## src/rtl/mult_seq_param.sv

```systemverilog
// mult_seq_param
//   Parametrised multi-cycle integer multiplier. The operands are split into
//   A_CHUNK-bit pieces of a and B_CHUNK-bit pieces of b. One partial product
//   is added per cycle into a P_W-bit accumulator, so an operation takes
//   N = (A_W/A_CHUNK)*(B_W/B_CHUNK) compute cycles. Only one operation is in
//   flight at a time, and the handshake is start/ready/done.
//
//   Optional build macro: MULT_SIGNED_EN
//     Defined   - adds the signed_mode input. When signed_mode is 1, the
//                 operands are two's complement and the product is the signed
//                 P_W result.
//     Undefined - unsigned multiply only; no signed_mode port.
//
// Ports
//   clk          in   1            clock, rising edge
//   reset        in   1            asynchronous, active-high
//   start        in   1            request, honoured only while ready=1
//   a            in   A_W          multiplicand, captured on accepted start
//   b            in   B_W          multiplier, captured on accepted start
//   signed_mode  in   1            (MULT_SIGNED_EN only) captured on accepted start
//   ready        out  1            can accept start (IDLE or DONE)
//   busy         out  1            computing (CALC)
//   done         out  1            one-cycle pulse, product is final
//   product      out  A_W+B_W      accumulator; final value held until next start
//   step         out  clog2(N)+1   index of the partial product being added
module mult_seq_param #(
  parameter int A_W     = 32,
  parameter int B_W     = 32,
  parameter int A_CHUNK = 8,
  parameter int B_CHUNK = 16,
  localparam int NA     = A_W / A_CHUNK,
  localparam int NB     = B_W / B_CHUNK,
  localparam int N      = NA * NB,
  localparam int P_W    = A_W + B_W,
  localparam int STEP_W = $clog2(N) + 1
) (
  input  logic              clk,
  input  logic              reset,
  input  logic              start,
  input  logic [A_W-1:0]    a,
  input  logic [B_W-1:0]    b,
`ifdef MULT_SIGNED_EN
  input  logic              signed_mode,
`endif
  output logic              ready,
  output logic              busy,
  output logic              done,
  output logic [P_W-1:0]    product,
  output logic [STEP_W-1:0] step
);

  // Chunk widths must tile the operands exactly.
  if (A_W % A_CHUNK != 0) begin : g_bad_a_chunk
    $error("mult_seq_param: A_W must be a multiple of A_CHUNK");
  end
  if (B_W % B_CHUNK != 0) begin : g_bad_b_chunk
    $error("mult_seq_param: B_W must be a multiple of B_CHUNK");
  end

  localparam int AI_W = (NA > 1) ? $clog2(NA) : 1;
  localparam int BJ_W = (NB > 1) ? $clog2(NB) : 1;
  localparam logic [31:0] A_CHUNK_U = A_CHUNK;
  localparam logic [31:0] B_CHUNK_U = B_CHUNK;

`ifdef MULT_SIGNED_EN
  // Each chunk gets one extra bit so the top chunks can carry their sign.
  localparam int PP_W  = A_CHUNK + B_CHUNK + 2;
  localparam int EXT_W = (PP_W > P_W) ? PP_W : P_W;
`else
  localparam int PP_W  = A_CHUNK + B_CHUNK;
`endif

  typedef enum logic [1:0] {
    IDLE = 2'd0,
    CALC = 2'd1,
    DONE = 2'd2
  } state_t;

  state_t state, state_nxt;

  logic [A_W-1:0]  a_r;
  logic [B_W-1:0]  b_r;
  logic [AI_W-1:0] ai;       // a-chunk index (inner loop)
  logic [BJ_W-1:0] bj;       // b-chunk index (outer loop)
  logic            accept;
  logic            last;
`ifdef MULT_SIGNED_EN
  logic            sm_r;
`endif

  logic [A_CHUNK-1:0] a_chunk;
  logic [B_CHUNK-1:0] b_chunk;
  logic [31:0]        shamt;
  logic [P_W-1:0]     pp;
  logic [P_W-1:0]     pp_sh;

`ifdef MULT_SIGNED_EN
  // Multiply two chunks. A chunk is treated as signed only when its flag is set
  // (top chunk of a signed operand). The result is sign-extended, or truncated,
  // to P_W. Truncation is harmless because the accumulator is modulo 2^P_W.
  function automatic logic [P_W-1:0] partial_product(
    input logic [A_CHUNK-1:0] ac,
    input logic [B_CHUNK-1:0] bc,
    input logic               a_sgn,
    input logic               b_sgn
  );
    logic signed [A_CHUNK:0]  ax;
    logic signed [B_CHUNK:0]  bx;
    logic signed [PP_W-1:0]   prod;
    logic signed [EXT_W-1:0]  ext;
    ax   = {a_sgn & ac[A_CHUNK-1], ac};
    bx   = {b_sgn & bc[B_CHUNK-1], bc};
    prod = ax * bx;
    ext  = prod;
    return ext[P_W-1:0];
  endfunction
`else
  // Unsigned chunk product, zero-extended to P_W.
  function automatic logic [P_W-1:0] partial_product(
    input logic [A_CHUNK-1:0] ac,
    input logic [B_CHUNK-1:0] bc
  );
    logic [PP_W-1:0] prod;
    prod = {{B_CHUNK{1'b0}}, ac} * {{A_CHUNK{1'b0}}, bc};
    return P_W'(prod);
  endfunction
`endif

  // ---------------------------------------------------------------------------
  // Control: state register
  // ---------------------------------------------------------------------------
  always_ff @(posedge clk or posedge reset) begin
    if (reset) begin
      state <= IDLE;
    end else begin
      state <= state_nxt;
    end
  end

  assign last = (step == STEP_W'(N - 1));

  always_comb begin
    state_nxt = state;
    ready     = 1'b0;
    busy      = 1'b0;
    done      = 1'b0;
    accept    = 1'b0;
    case (state)
      IDLE: begin
        ready  = 1'b1;
        accept = start;
        if (start) state_nxt = CALC;
      end
      CALC: begin
        busy = 1'b1;
        if (last) state_nxt = DONE;
      end
      DONE: begin
        ready  = 1'b1;
        done   = 1'b1;
        accept = start;
        state_nxt = start ? CALC : IDLE;
      end
      default: state_nxt = IDLE;
    endcase
  end

  // ---------------------------------------------------------------------------
  // Partial product for the current (ai, bj) pair
  // ---------------------------------------------------------------------------
  always_comb begin
    a_chunk = A_CHUNK'(a_r >> (32'(ai) * A_CHUNK_U));
    b_chunk = B_CHUNK'(b_r >> (32'(bj) * B_CHUNK_U));
    shamt   = 32'(ai) * A_CHUNK_U + 32'(bj) * B_CHUNK_U;
`ifdef MULT_SIGNED_EN
    pp      = partial_product(a_chunk, b_chunk,
                              sm_r && (ai == AI_W'(NA - 1)),
                              sm_r && (bj == BJ_W'(NB - 1)));
`else
    pp      = partial_product(a_chunk, b_chunk);
`endif
    pp_sh   = pp << shamt;
  end

  // ---------------------------------------------------------------------------
  // Operand registers, accumulator and step counters
  // ---------------------------------------------------------------------------
  always_ff @(posedge clk or posedge reset) begin
    if (reset) begin
      a_r     <= '0;
      b_r     <= '0;
      product <= '0;
      step    <= '0;
      ai      <= '0;
      bj      <= '0;
`ifdef MULT_SIGNED_EN
      sm_r    <= 1'b0;
`endif
    end else if (accept) begin
      a_r     <= a;
      b_r     <= b;
      product <= '0;
      step    <= '0;
      ai      <= '0;
      bj      <= '0;
`ifdef MULT_SIGNED_EN
      sm_r    <= signed_mode;
`endif
    end else if (busy) begin
      product <= product + pp_sh;
      // On the last step the indices are left alone, so step stays at N-1
      // until the next accepted start.
      if (!last) begin
        step <= step + STEP_W'(1);
        if (ai == AI_W'(NA - 1)) begin
          ai <= '0;
          bj <= bj + BJ_W'(1);
        end else begin
          ai <= ai + AI_W'(1);
        end
      end
    end
  end

endmodule
```

## config.mk

```make
export PLATFORM = sky130hd
export DESIGN_NAME = mult_seq_param
export DESIGN_NICKNAME = d
export VERILOG_FILES = /design/src/rtl/mult_seq_param.sv
export SDC_FILE = /design/constraint.sdc
export NUM_CORES = 1
export LEC_CHECK = 0
export ABC_AREA = 1
export ABC_CLOCK_PERIOD_IN_PS = 9800
export CAP_MARGIN = 5
export CORE_MARGIN = 8
export CORE_UTILIZATION = 55
export CTS_CLUSTER_SIZE = 28
export DETAILED_ROUTE_END_ITERATION = 12
export PLACE_DENSITY = 0.77
export SYNTH_ARGS = -nofsm -noshare
export SYNTH_HDL_FRONTEND = slang
export SYNTH_SLANG_ARGS = --single-unit
```

## constraint.sdc

```tcl
create_clock -name clk -period 9.8 [get_ports clk]
set_input_delay 1.96 -clock clk [delete_from_list [all_inputs] [get_ports clk]]
set_output_delay 1.96 -clock clk [all_outputs]
set_load 0.02 [all_outputs]
```

==> run_results.csv <==
group,metric,value,unit
finish,nets,2655,
routing,drc,0,
floorplan,die_area,33000,um^2
placed_design,placement.io_buffers,137,
sta,final-max-slew-violation-count,0,
routing,vias,15700,
critical_path,critPathSlowestCell,"dfrtp_1",
yosys,ys_seq_elements,137,
yosys,synth_ff_type,"dfrtp_1",
yosys,synth-warning-count,0,
sta,slew-limit-headroom,0.324,
floorplan,die_height,182,um
clock_tree,cts_post_setup_buffers_inserted,0,
critical_path,regToRegStartpoint,"bj",
critical_path,cp-end-kind,"register",
yosys,post_synth.cell_area_avg,6.61,um^2
yosys,area_fraction_in_and_or_nand_and_nor_cells_after_synthesis,0.315,
sta,final.hold.worst_slack,0.485,ns
global_route,track_usage,0.322,
floorplan,start_util,0.561,
floorplan,ioPinCount,138,
global_route,grt_first_pass_wirelength,83200,um
sta,max_freq,119,MHz
sta,tightest_slew,1.01,ns
critical_path,critical_path.most_common_cell,"nand2_1",
yosys,synthDominantAreaCellType,"dfrtp_1",
yosys,synth_top_family_by_area,"simple AND/OR/NAND/NOR gates",
routing,drt-vias-per-instance,5.71,
min_path,hold_path_startpoint,"b_r[4]",
sta,period_share,0.858,
sta,final_critical_path_setup_slack,1.39,ns
routing,drt-pass1-iter-count,12,
critical_path,cp.arrival,8.75,ns
yosys,synth_async_sr_flop_share,1.00,
routing,drt-total-wl,53200,um
clock_tree,clk_pin_slew_worst_paths,0.08,ns
yosys,synth_fa_ha_area_frac,0.204,
routing,ant_nets,0,
global_route,number_of_antenna_violations_at_the_first_check_in_global_routing,0,
critical_path,worst_r2r_path_depth,35,
yosys,mappedNetlistNets,2550,
yosys,synth_seq_area_share,0.227,
global_route,grt_max_degree,80,
job,max_cap_viol_count,0,
routing,routedWlPerCell,19.4,um
placed_design,dp_slack,1.64,ns
floorplan,placeableCoreArea,27000,um^2
critical_path,endpoint_of_the_lowest_slack_register_to_register_path,"product[58]",
clock_tree,clock_tree.htree_level_count,4,
finish,n_fill_cell,2449,
run_status,status,"complete, no violations",
clock_tree,insertion_delay,0.45,ns
critical_path,crit_path_max_incr_delay,1.00,ns
yosys,synthTopCellsByArea,"dfrtp_1, nand2_1, fa_1, ha_1, nor2_1",
sta,timing.clock.skew,0.0201,ns
floorplan,fp.dieW,182,um
yosys,synth_compound_gate_area_share,0.146,
floorplan,placement_rows,60,
finish,num_antenna_cells,0,
critical_path,critical_path_class,"register to register",
min_path,worst_hold_path.num_cells,2,
placed_design,gp_congestion,0.987,
yosys,count_of_mapped_cells_out_of_synthesis,2288,
sta,setup_violations,0,
critical_path,type_of_origin_of_the_critical_path,"register",
yosys,synthesis.area,15100,um^2
min_path,hold_end,"b_r[4]",
finish,area.growth.synth_to_final,14.8,%
global_route,congestion_overflow_gr,0,
global_route,first_global_vias,15200,
critical_path,reg2reg_slack,1.39,ns
clock_tree,tritoncts,"done",
sta,final-hold-violation-count,0,
placed_design,detailed_place_hpwl,42800,um
clock_tree,holdBufCountCts,0,
yosys,synth-xor-area-share,0.0121,
yosys,yosysTopAreaCellShare,0.227,
yosys,post_synth_edffs,0,
clock_tree,clock_tree.buffer_depth,2,
finish,final_layout_size_suffix_gt1_frac,0.0528,
routing,dr.first_iter.drc_count,1882,
yosys,mux_cell_area_share_after_synthesis,0,
sta,finalCriticalPeriod,8.41,ns
clock_tree,tritoncts_num_sinks,137,
sta,rsz_0062_raised_after_global_routing,"no",
clock_tree,tritoncts.num_buffers,17,
clock_tree,cts_repair_resize_count,0,
critical_path,worst-endpoint-required,10.14,ns
sta,totalNegativeSetupSlack,0,ns
clock_tree,clock-root-buffer,"clkbuf_16",
critical_path,path_max_fanout,33,
min_path,hold_path.class,"register to register",
yosys,yosysUniqueCellTypes,53,
[cells in the mapped netlist, types with 14 or more instances]
master    count
a21o_1       15
o21ai_1      42
a21oi_1     136
dfrtp_1     137
ha_1        110
nor3_1       14
fa_1         85
clkbuf_1     42
nand2_2      17
inv_1       308
nor2_1      337
nand2_1     648
nand3_1      91
o21ai_0     127
[registers in the layout, indices dropped and copies added, names as in the netlist]
register	count
step	4
bj	1
b_r	32
product	64
a_r	32
ai	2
state	2
[how the worst max path moves through the flow]
stage / startpoint / to / slack, ns / cells past startpoint
4_1_cts: bj / product[38] / 1.60 / 35
6_report: bj / product[58] / 1.39 / 35
3_5_place_dp: bj / product[38] / 1.64 / 34
5_1_grt: bj / product[58] / 0.88 / 35
2_1_floorplan: ai[0] / product[41] / 3.21 / 38
3_3_place_gp: bj / product[58] / 1.61 / 35
[kinds of logic (layout without fill, tap and decap cells)]
logic type,Yosys count,after routing
XOR/XNOR,20,20
flip-flops,137,137
buffers and inverters,381,499
AND/OR/NAND/NOR,1165,1165
AO/OA/AOI/OAI,390,390
adder cells (fa/ha/maj),195,195
[worst max-delay path, delay by kind of cell (launching register included)]
kind                     cells  cell delay (ns)
adder cells (fa/ha/maj)      6             2.82
AND/OR/NAND/NOR             19             2.72
buffers and inverters        7             0.72
AO/OA/AOI/OAI                3             1.03
flip-flops                   1             1.00
[cells in the final DEF (no fill, tap or decap), drive strengths merged, types with 4 or more instances in the layout]
| cell | count |
|---|---|
| o22ai | 7 |
| a31oi | 11 |
| nor2 | 344 |
| clkdlybuf4s50 | 137 |
| clkbuf | 17 |
| nor3 | 18 |
| nand2 | 666 |
| a21boi | 10 |
| and2 | 4 |
| inv | 324 |
| xnor2 | 7 |
| buf | 9 |
| ha | 110 |
| nand3 | 103 |
| o21bai | 14 |
| a21oi | 143 |
| a21o | 15 |
| o21ai | 175 |
| clkinv | 12 |
| xor2 | 13 |
| nand4 | 10 |
| or2 | 15 |
| fa | 85 |
| dfrtp | 137 |
[layout make-up]
| cell class | count | area [um^2] | area share |
|---|---|---|---|
| multi-input cells | 1770 | 10200 | 0.590 |
| repair buffers | 146 | 1440 | 0.0829 |
| well taps | 341 | 427 | 0.0246 |
| clock inverters | 15 | 196 | 0.0113 |
| flip-flops and latches | 137 | 3430 | 0.197 |
| inverters | 321 | 1210 | 0.0697 |
| clock buffers | 17 | 425 | 0.0245 |
[metal layers]
metal  GRT usage  wire length (um)
met1       0.452             23700
met2       0.476             22200
met3      0.0890              5940
met4      0.0935              1290
met5           0                 0
[metrics by stage]
step | area, um^2 | cells | utilization
2_1_floorplan | 15100 | 2288 | -
3_3_place_gp | 16700 | 2715 | 0.621
3_5_place_dp | 16700 | 2715 | 0.621
4_1_cts | 17400 | 2747 | 0.644
5_1_grt | 17400 | 2747 | 0.644
6_report | 17400 | 2747 | 0.644
Power is left out: the tool's default activity adds up to more than one toggle a clock period on the data nets, which glitch-free logic cannot reach.
